## config.mk

```make
export PLATFORM = sky130hd
export DESIGN_NAME = sequence_detection_unit
export DESIGN_NICKNAME = d
export VERILOG_FILES = /design/src/rtl/sequence_detection_unit.sv
export SDC_FILE = /design/constraint.sdc
export NUM_CORES = 1
export LEC_CHECK = 0
export ABC_AREA = 1
export CORE_AREA = 2 2 39 41
export CTS_CLUSTER_SIZE = 28
export DETAILED_ROUTE_END_ITERATION = 8
export DIE_AREA = 0 0 41 43
export DONT_BUFFER_PORTS = 1
export PLACE_DENSITY = 0.37
export REMOVE_ABC_BUFFERS = 1
export SLEW_MARGIN = 20
export SYNTH_ARGS = -nofsm -noshare
export SYNTH_HDL_FRONTEND = slang
export SYNTH_SLANG_ARGS = --single-unit
```

## constraint.sdc

```tcl
create_clock -name clk -period 1.3 [get_ports clk]
set_clock_uncertainty 0.1 [all_clocks]
set_input_delay 0.13 -clock clk [delete_from_list [all_inputs] [get_ports clk]]
set_output_delay 0.13 -clock clk [all_outputs]
set_load 0.01 [all_outputs]
```

## src/rtl/sequence_detection_unit.sv

```systemverilog
// Four-byte marker detector: pulses flag for one cycle after BYTE1..BYTE4 arrive on consecutive clocks.
// Latency: flag is high in the cycle after the edge that samples BYTE4 (Moore output, registered state).
// Backpressure: none; one byte is consumed every clock with no valid qualifier and no stall.
module sequence_detection_unit #(
  parameter int                    DATA_WIDTH = 8,
  parameter logic [DATA_WIDTH-1:0] BYTE1      = 8'hAB,
  parameter logic [DATA_WIDTH-1:0] BYTE2      = 8'hCD,
  parameter logic [DATA_WIDTH-1:0] BYTE3      = 8'hEF,
  parameter logic [DATA_WIDTH-1:0] BYTE4      = 8'h24
) (
  input  logic                  clk,
  input  logic                  nrst,
  input  logic [DATA_WIDTH-1:0] data,
  output logic                  flag
);

  localparam logic [2:0] IDLE  = 3'd0;
  localparam logic [2:0] GOT1  = 3'd1;
  localparam logic [2:0] GOT2  = 3'd2;
  localparam logic [2:0] GOT3  = 3'd3;
  localparam logic [2:0] FOUND = 3'd4;

  logic [2:0] state_q;
  logic [2:0] state_d;
  logic       is_byte1;

  // A byte equal to BYTE1 always restarts a match; the in-order pattern check is tested first.
  assign is_byte1 = (data == BYTE1);

  // Next-state: advance on the expected byte, else restart on BYTE1, else fall back to IDLE.
  always_comb begin
    state_d = IDLE;
    case (state_q)
      IDLE: begin
        if (is_byte1) state_d = GOT1;
      end
      GOT1: begin
        if (data == BYTE2) state_d = GOT2;
        else if (is_byte1) state_d = GOT1;
      end
      GOT2: begin
        if (data == BYTE3) state_d = GOT3;
        else if (is_byte1) state_d = GOT1;
      end
      GOT3: begin
        if (data == BYTE4) state_d = FOUND;
        else if (is_byte1) state_d = GOT1;
      end
      FOUND: begin
        if (is_byte1) state_d = GOT1;
      end
      default: state_d = IDLE;
    endcase
  end

  // State register; reset drops any partial match at once, without waiting for an edge.
  always_ff @(posedge clk or negedge nrst) begin
    if (!nrst) state_q <= IDLE;
    else       state_q <= state_d;
  end

  // Flag is a pure decode of the state register, so it has no path from data.
  assign flag = (state_q == FOUND);

endmodule

```

======== After elaboration in Yosys (flattened, before gate mapping) ========
Index checks and enable logic that the tools add are counted.
storage, ports and cells
  bits in registers ....................... 3
  output and inout bits ................... 1
  input bits .............................. 10
  word-level logic and storage cells ...... 16
operators by class
  equal/unequal tests ..................... 8
  reduce and logical (&&, ||, !) cells .... 2
  multiplexer cells ....................... 5
operators with widths
  operator              count
  $eq A8 B8 Y1 const B  3
  $pmux W3 S4           1
  $eq A8 B6 Y1 const B  1
  $eq A3 B2 Y1 const B  2
  $mux W2               2
  $eq A3 B1 Y1 const B  1
  $eq A3 B3 Y1 const B  1
  $logic_not A3 Y1      1
  $mux W3               1
  $reduce_or A2 Y1      1
  $mux W1               1

======== Longest topological paths before layout ========
Gate-level depths: netlist (run 1).
  depth after elaboration ................. 4
  mapped depth ............................ 8
  depth with buffers taken out ............ 8

======== Worst setup path before layout (run 1) ========
No wires, ideal clock.
  path kind ............................... register -> register
  start point ............................. register state_q[2]
  end point ............................... register state_q[0]
  library setup time ...................... 65 ps
  buffers on the path ..................... 0
  data arrival time ....................... 839 ps
  cell stages (with the launch flop) ...... 6
  data required time ...................... 1135 ps
  path slack .............................. 296 ps
  period minus slack after synthesis ...... 1004 ps
  cell sequence ........................... dfrtp_1 -> nor3_2 -> nand3_1 -> nand2_1 -> nand2_1 -> nand2_1
on the way
  cells in the longest elaborated chain, start to end .. 3
  elaborated cells on any way between the ends .. 7
  those cells by class .................... 4 x eq/ne; 1 x mux; 2 x reduce/logical
RTL lines
  what                                              RTL line  RTL
  from (decl)                                       23        logic [2:0] state_q;
  from (signal assigned)                            59        else state_q <= state_d;
  $eq A3 B3 Y1 or $logic_not A3 Y1 (tied branches)  33        case (state_q)
  $reduce_or A2 Y1 (no line)                        --
  $pmux W3 S4 *                                     33
  named net state_d[0]                              24        logic [2:0] state_d;
Mark *: on every way through the listed nets, which the timed path passes. The rest lies on a longest branch.

======== Final worst setup path (run 1) ========
  start point ............................. register state_q[0]
  end point ............................... output flag
on the way
  cells in the longest elaborated chain, start to end .. 1
RTL lines
  what          RTL line  RTL
  $eq A3 B3 Y1  63        assign flag = (state_q == FOUND);
  to (decl)     14        output logic flag
No other way between the ends.

==> results of run 1 <==
==> per-layer routing <==
metal / vias to the layer above / global-route usage [%] / part of all wire, %
met5: - / 0 / 0
met4: 0 / 10.0 / 2.9
met3: 2 / 2.09 / 7.0
met2: 10 / 11.9 / 45
met1: 113 / 9.62 / 45
li1: 170 / - / -
==> critical path, stage by stage (launching register included) <==
cell and delay (ns):
dfrtp_1 0.37, inv_1 0.09, nand2_1 0.08, nor2_1 0.19
==> logic make-up (layout without fill, tap and decap cells) <==
group                  count (synthesis)  in the layout  share of synthesized area [%]
AND/OR/NAND/NOR                       39             39                           56.6
buffers and inverters                 13             18                           17.1
flip-flops                             3              3                           26.3
==> synth_stat cells, drive strengths merged <==
library cell	number
nand3b	1
nand3	2
nor2	9
dfrtp	3
nor3	3
nand2	24
inv	13
==> worst max-delay path by stage <==
stage                     from          to  slack (ns)  depth (start not counted)
CTS                 state_q[0]        flag        0.08                          3
global route        state_q[1]        flag        0.02                          3
finish              state_q[0]        flag        0.11                          3
detailed placement  state_q[2]  state_q[0]        0.20                          5
global placement    state_q[2]  state_q[0]        0.16                          5
floorplan           state_q[2]  state_q[0]        0.30                          5
==> timing repair <==
action                                 4_1_cts  5_1_grt
hold buffers                                 1        0
gates resized for setup                      0        0
endpoints found under the hold margin        3        0
==> area by class of cell <==
class | instances | area [um2] | area share [%]
Inverter | 13 | 48.8 | 14.3
Sequential cell | 3 | 75.1 | 22.0
Multi-Input combinational cell | 39 | 161 | 47.3
Tap cell | 16 | 20.0 | 5.86
Timing Repair Buffer | 1 | 10.0 | 2.93
Clock buffer | 4 | 26.3 | 7.69
==> stage by stage <==
stage / utilization (%) / hold slack (ns) / power (mW) / worst slack [ns]
after floorplan: - / -0.266 / 0.112 / 0.296
after global placement: 22.1 / -0.265 / 0.115 / 0.162
after detailed placement: 22.1 / -0.265 / 0.116 / 0.201
after CTS: 24.7 / 0.0309 / 0.289 / 0.0785
after global routing: 24.7 / 0.0531 / 0.308 / 0.0224
final: 24.7 / 0.0360 / 0.280 / 0.107
==> power by group <==
part / total [mW] / internal, mW / switching [mW] / leakage (nW)
Clock: 0.163 / 0.115 / 0.0477 / 0.0150
Sequential: 0.0941 / 0.0940 / 0.0000642 / 0.0419
Combinational: 0.0235 / 0.0103 / 0.0132 / 0.145
Total: 0.280 / 0.219 / 0.0610 / 0.202
==> flow_summary.toml, run 1 <==
[setup_path]
worst_setup_path_end_kind = "output port"
r2r-end = "state_q[0]"
critPathKind = "register to output port"
startpoint_type = "register"
critPathArrivalTime_ns = 0.96
reg2reg_setup_slack_ns = 0.21
regToRegStartpoint = "state_q[2]"
crit_required_ns = 1.07
reg2reg_depth = 5
crit_fanout = 3

[final_layout]
most-common-layout-cells = "nand2_1 (24), inv_1 (13), nor2_1 (9)"
largest_reg_flops = 3
final_common_cell = "nand2_1"
drive_above_1_share_pct = 6.67
top_register = "state_q"
largestRegisters = "state_q (3)"
num-nets-final = 71
antenna_cells = 0
stdcell_area_um2 = 342
fillers = 168
fin_cells = 76
syn2layout_area_growth_pct = 19.7

[floorplan]
die_width_um = 41
io_pins = 11
die-area_mm2 = 0.00176
start_util_pct = 20.6
die_h_um = 43
design.core.area_mm2 = 0.00138
rows = 14

[clock_network]
cts_root_buf = "clkbuf_4"
clk_path_buf_depth = 2
cts.sinks = 3
clkLatencyLatePin_ns = 0.23
post-cts-setup-buffer-count = 0
tritoncts = "yes"
cts.clk_slew.worst_paths_ns = 0.04
htree_levels = 1
cts_made_buffers = 3

[place]
place_area_um2 = 305
finalWeightedCongestion = 0.726
io_buffers = 0
dp_hpwl_um = 530
dpl.cell_count = 71

[global_route]
grt_pass1_vias = 291
antenna_found_initial = 0
grt_max_degree = 5
grt-ovfl-total = 0
track_usage_pct = 8.73
grt_pass1_wl_um = 979

[detailed_routing]
drc = 0
dr.pass1.iters = 2
viasPerCell = 3.88
wl_per_cell_um = 7.84
drtIter0Drc = 1
wl_um = 596
route.vias.total = 295
ant_nets = 0

[hold_path]
hold_start = "data[2]"
min_to = "state_q[2]"
whs_path_depth = 4
hold_class = "input pin to register"

[timing]
fin_tns_setup_ns = 0
rsz0062_at_grt = "false"
slew_headroom_pct = 83.0
fmax_mhz = 838
period_minus_slack_ns = 1.19
hold_viol = 0
maxSlewViolCount = 0
worst-slew-pin-transition_ns = 0.253
post-route-period-util_pct = 91.8
setup_viol = 0

[synth]
yosys-top-cells-area = "nand2_1 (32%), dfrtp_1 (26%), inv_1 (17%), nor2_1 (12%), nand3_1 (3.5%)"
synth-seq-cells = 3
synth_cell_type_count = 8
syn_inst = 55
ys.warnings.count = 0
seq_area_frac_synth_pct = 26.3
yosys.area.top_type_share_pct = 31.6
syn_area_um2 = 285
synth.avg_cell_area_um2 = 5.19
synth_top_area_cell = "nand2_1"

[power_and_ir_drop]
pwr_density_cell_mw_per_mm2 = 821
leakagePower_nw = 0.202
ir_worst_vdd_v = 0.000177

[run_status]
status = "finished, final reports clean"

[job]
maxCapViolCount = 0
Power figures use the tool's default switching activity.
==> inputs of run 2 (changes only) <==
- clock period: 1.3 -> 1.35 ns (I/O delays scaled with it)
==> results of run 2 <==
Same layout as run 1 (identical final DEF). Status: finished, final reports clean.
Main changes from that run: setup slack after placement 0.201 ns -> 0.251 ns; setup slack after layout 0.107 ns -> 0.152 ns; hold slack 0.0360 ns -> 0.0410 ns; register-to-register setup slack 0.21 ns -> 0.26 ns; total power 0.280 mW -> 0.270 mW; worst IR drop on VDD 0.000177 V -> 0.000171 V
